<file path="config.mk">
export PLATFORM = sky130hd
export DESIGN_NAME = alu_bit_slice
export DESIGN_NICKNAME = d
export VERILOG_FILES = /design/src/rtl/alu_pkg.sv /design/src/rtl/alu_bit_slice_cell.sv /design/src/rtl/is_zero.sv /design/src/rtl/alu_bit_slice.sv
export SDC_FILE = /design/constraint.sdc
export NUM_CORES = 1
export LEC_CHECK = 0
export CAP_MARGIN = 0
export CORE_MARGIN = 2
export CORE_UTILIZATION = 30
export CTS_BUF_LIST = sky130_fd_sc_hd__clkbuf_8
export DETAILED_ROUTE_END_ITERATION = 8
export GPL_TIMING_DRIVEN = 1
export PLACE_DENSITY = 0.65
export SLEW_MARGIN = 20
export SYNTH_ARGS = -nofsm -noshare
export SYNTH_HDL_FRONTEND = slang
export SYNTH_SLANG_ARGS = --single-unit
</file>
<file path="constraint.sdc">
create_clock -name clk -period 42.5 [get_ports clk]
set_input_delay 6.375 -clock clk [delete_from_list [all_inputs] [get_ports clk]]
set_output_delay 6.375 -clock clk [all_outputs]
set_load 0.1 [all_outputs]
</file>
<file path="src/rtl/alu_pkg.sv">
// Shared opcode encodings, default datapath width and sizing helper for the ALU slice.
package alu_pkg;

    localparam logic [2:0] ALU_PASS_B   = 3'b000;
    localparam logic [2:0] ALU_ADD      = 3'b010;
    localparam logic [2:0] ALU_SUBTRACT = 3'b011;
    localparam logic [2:0] ALU_AND      = 3'b100;
    localparam logic [2:0] ALU_OR       = 3'b101;
    localparam logic [2:0] ALU_XOR      = 3'b110;
    localparam logic [2:0] ALU_SLT      = 3'b111;

    localparam int unsigned ALU_DATA_W = 64;

    // Number of 4-input OR stages needed to reduce n bits to one.
    function automatic int unsigned clog4(input int unsigned n);
        int unsigned levels;
        int unsigned remaining;
        levels    = 0;
        remaining = n;
        while (remaining > 1) begin
            remaining = (remaining + 3) / 4;
            levels    = levels + 1;
        end
        return levels;
    endfunction

endpackage

</file>
<file path="src/rtl/alu_bit_slice_cell.sv">
// One-bit ALU slice: full adder with optional B inversion plus the bitwise logic ops.
import alu_pkg::*;

module alu_bit_slice_cell (
    input  logic       a,
    input  logic       b,
    input  logic       carry_prev,
    input  logic [2:0] cntrl,
    output logic       result,
    output logic       carry
);

    logic b_eff;
    logic sum;

    assign b_eff = b ^ cntrl[0];
    assign sum   = a ^ b_eff ^ carry_prev;
    assign carry = (a & b_eff) | (carry_prev & (a ^ b_eff));

    always_comb begin
        result = 1'b0;
        case (cntrl)
            ALU_PASS_B:            result = b;
            ALU_ADD, ALU_SUBTRACT: result = sum;
            ALU_AND:               result = a & b;
            ALU_OR:                result = a | b;
            ALU_XOR:               result = a ^ b;
            default:               result = 1'b0;
        endcase
    end

endmodule

</file>
<file path="src/rtl/is_zero.sv">
// All-zero detector: tree of 4-input OR stages followed by a final inversion.
import alu_pkg::*;

module is_zero #(
    parameter int unsigned WIDTH = ALU_DATA_W
) (
    input  logic [WIDTH-1:0] bits,
    output logic             zero
);

    localparam int unsigned LEVELS = clog4(WIDTH);

    logic [WIDTH-1:0] cur;
    logic [WIDTH-1:0] nxt;
    int unsigned      n;

    // Each pass ORs groups of four live nodes; n tracks how many nodes remain live.
    always_comb begin
        cur = bits;
        nxt = '0;
        n   = WIDTH;
        for (int unsigned l = 0; l < LEVELS; l++) begin
            nxt = '0;
            for (int unsigned j = 0; j < WIDTH; j++) begin
                for (int unsigned k = 0; k < 4; k++) begin
                    if ((j * 4 + k) < n) begin
                        nxt[j] = nxt[j] | cur[j * 4 + k];
                    end
                end
            end
            cur = nxt;
            n   = (n + 3) / 4;
        end
    end

    assign zero = ~cur[0];

endmodule

</file>
<file path="src/rtl/alu_bit_slice.sv">
// Registered ripple-carry ALU built from 1-bit slices; opcode 111 becomes
// signed set-less-than when ALU_SLT_EN is defined, otherwise it yields zero.
import alu_pkg::*;

module alu_bit_slice #(
    parameter int unsigned WIDTH = ALU_DATA_W
) (
    input  logic             clk,
    input  logic             reset,
    input  logic [WIDTH-1:0] A,
    input  logic [WIDTH-1:0] B,
    input  logic [2:0]       cntrl,
    output logic [WIDTH-1:0] result,
    output logic             negative,
    output logic             zero,
    output logic             overflow,
    output logic             carry_out
);

    logic [WIDTH-1:0] cout;
    logic [WIDTH-1:0] slice_res;
    logic [WIDTH-1:0] res_next;
    logic             zero_next;
    logic             arith;
    logic             ovf_raw;

    for (genvar i = 0; i < WIDTH; i++) begin : g_slice
        logic carry_prev;
        if (i == 0) begin : g_first
            assign carry_prev = cntrl[0];
        end else begin : g_rest
            assign carry_prev = cout[i-1];
        end
        alu_bit_slice_cell u_cell (
            .a          (A[i]),
            .b          (B[i]),
            .carry_prev (carry_prev),
            .cntrl      (cntrl),
            .result     (slice_res[i]),
            .carry      (cout[i])
        );
    end

    assign arith   = (cntrl == ALU_ADD) || (cntrl == ALU_SUBTRACT);
    assign ovf_raw = cout[WIDTH-1] ^ cout[WIDTH-2];

`ifdef ALU_SLT_EN
    logic sub_msb;
    // Opcode 111 has cntrl[0]=1, so the chain already runs as A + ~B + 1.
    assign sub_msb = A[WIDTH-1] ^ ~B[WIDTH-1] ^ cout[WIDTH-2];

    always_comb begin
        res_next = slice_res;
        if (cntrl == ALU_SLT) begin
            res_next    = '0;
            res_next[0] = sub_msb ^ ovf_raw;
        end
    end
`else
    assign res_next = slice_res;
`endif

    is_zero #(.WIDTH(WIDTH)) u_is_zero (
        .bits (res_next),
        .zero (zero_next)
    );

    always_ff @(posedge clk) begin
        if (reset) begin
            result    <= '0;
            negative  <= 1'b0;
            zero      <= 1'b1;
            overflow  <= 1'b0;
            carry_out <= 1'b0;
        end else begin
            result    <= res_next;
            negative  <= res_next[WIDTH-1];
            zero      <= zero_next;
            overflow  <= arith ? ovf_raw : 1'b0;
            carry_out <= arith ? cout[WIDTH-1] : 1'b0;
        end
    end

endmodule

</file>
==> results.md <==
- Number of global-route vias before repair: 7390
- CP Max Fanout: 6
- Endpoints failing hold: 0
- # DRC: 0
- Max-slew violation count: 0
- Initial DRC Count: 741
- Die ar.: 28100 sq um
- Worst path required time: 42.83 ns
- Cell variety after synth: 43
- Total number of vias: 7346
- First-pass GRT wire length: 43400 microns
- Syn nets: 1232
- Synthesized area: 8030 sq um
- Final GP Congestion: 0.901
- VDD IR max: 12.2 uV
- CTS Buffer Depth: 2
- Leakage: 4.76 nW
- RSZ-0062 raised after global routing: no
- Placement row count: 59
- Post-route cell area: 10500 sq um
- Post-CTS Setup Repair Bufs: 0
- Min cycle time layout: 33.28 ns
- H-tree Lvls: 3
- Setup-failing EPs final: 0
- Clk sink count: 67
- DRT antenna net count: 0
- Resized Gates After CTS: 0
- Sequential area share after synthesis: 16.7%
- Crit path DAT: 33.62 ns
- CP endpoint kind: flip-flop
- Commonest non-fill, non-tap cell in the layout: clkdlybuf4s50_1
- Layout net count: 1390
- Buffers on Ports: 200
- Routed WL per cell: 20.2 microns
- CTS tree: done
- P per Cell Area: 28.4 nW/um^2
- Die W: 168 microns
- Setup TNS Final: 0 ns
- Tot GR Track Use: 20.3%
- Layout cell share with drive strength beyond 1: 4.01%
- Slowest cell on the critical path: fa_1
- Most common cell on crit path: fa_1
- Clk slew on worst S/H paths: 0.09 ns
- Largest area contributor in the synthesized netlist: ha_1
- Hpwl dp: 22100 microns
- Vias per cell: 5.21
- Max-cap violation count: 0
- Layout area overhead: 30.7%
- Final hold slack: 6.63 ns
- Tcrit/Tclk final: 78.3%
- Initial antenna violation count: 3
- Io pins: 201
- Grt total ovfl: 0
- Starting Density: 30.7%
- Synth top area share: 20.0%
- Commonest cells after routing, fill and taps aside: clkdlybuf4s50_1, inv_1, ha_1
- Cts hold-fix bufs: 0
- Top post-synthesis cells by area: ha_1, dfxtp_1, fa_1, xor2_1, inv_1
- Root buf cell: clkbuf_8
- Crit Path Class: in -> reg
- Flops & latches, synth: 67
- Core box area: 26100 sq um
- Worst-margin pin slew: 1.03 ns
- Synthesis warning total: 0
- Cells after Synth: 908
- Chip Height: 168 microns
- Final Util: 40.1%
- Max incr delay on CP: 0.52 ns
- Peak Freq: 30.0 MHz
- Nature of the critical path startpoint: primary input
- CTS buffer count: 9
- Mean Syn Cell Area: 8.84 sq um
- Slew HR: 31.1%
- Final wirelength: 28500 microns
- DRT Pass-1 Iters: 9
- Largest net degree at the start of global routing: 99
- Tightest Hold Check Type: in -> reg
- DP Area: 10200 sq um
- Status: finished clean
==> report_power, final <==
| group | internal [mW] | switching (mW) | total (mW) |
|---|---|---|---|
| registers | 0.0688 | 0.00205 | 0.0708 |
| clock network | 0.0341 | 0.0336 | 0.0677 |
| logic | 0.0547 | 0.105 | 0.160 |
==> per-layer routing <==
metal | global-route usage, % | vias to the layer above | wire [microns]
li1 | - | 3416 | -
met1 | 25.1 | 3563 | 11400
met2 | 34.9 | 326 | 14000
met3 | 5.01 | 41 | 2500
met4 | 6.31 | 0 | 651
met5 | 0 | - | 0
==> state kept, by name, indices dropped and copies added, names as in the netlist <==
register,cells
zero,1
result,64
carry_out,1
overflow,1
==> cell usage after synthesis <==
cell type and number:
inv_1 140, ha_1 128, nor2_1 81, dfxtp_1 67, fa_1 63, xor2_1 62, o21ai_0 39, a222oi_1 37
a21oi_1 36, clkbuf_1 31, a22o_1 28, mux2i_1 25, buf_2 22, a22oi_1 14, nand2_1 14, nand4_1 14
o22ai_1 14, nand2b_1 12, nand3_1 10, or2_2 10, a221o_1 9, nor2b_1 7, buf_1 6, a211oi_1 5
a311o_1 5, nor3_1 3, nor4_1 3, xnor2_1 3, a31oi_1 2, and2_1 2, buf_6 2, o2bb2ai_1 2
or3_1 2, a221oi_1 1, a41o_1 1, and4_1 1, buf_4 1, inv_2 1, mux2_2 1, nand3b_1 1
o311ai_0 1, o32ai_1 1, or2_1 1
==> worst max-delay path, delay by kind of cell <==
kind	cells	cell delay (ns)
AND/OR/NAND/NOR	4	0.94
adder cells (fa/ha/maj)	62	24.95
buffers and inverters	2	0.60
AO/OA/AOI/OAI	4	0.77
==> area by class of cell <==
class | count | area [sq um]
fillers | 2621 | 15600
multi-input cells | 638 | 5890
repair buffers | 209 | 2070
flip-flops and latches | 67 | 1340
inverters | 141 | 529
well taps | 335 | 419
clock buffers | 9 | 124
clock inverters | 7 | 105
diodes | 4 | 10.0
==> through the flow <==
| stage | setup slack (ns) | std cells | total power, mW |
|---|---|---|---|
| final | 9.22 | 1410 | 0.298 |
| after CTS | 9.22 | 1406 | 0.299 |
| after global routing | 8.32 | 1407 | 0.314 |
| after global placement | 9.34 | 1390 | 0.230 |
| after detailed placement | 8.88 | 1390 | 0.231 |
| after floorplan | 9.87 | 908 | 0.175 |
==> logic make-up after synthesis <==
logic type / after synthesis / share of synthesized area (%)
buf+inv: 203 / 10.1
compound gates: 195 / 17.8
fa+ha+maj: 191 / 35.7
simple gates: 161 / 9.43
flops: 67 / 16.7
xor+xnor: 65 / 7.09
mux: 26 / 3.26
==> final timing paths <==
| path | slack [ns] | start | end | cells after the start |
|---|---|---|---|---|
| setup / recovery | 9.22 | B[0] | zero | 72 |
| hold / removal | 6.63 | cntrl[2] | result[31] | 5 |
No activity file was read; power rests on OpenSTA's default activity.
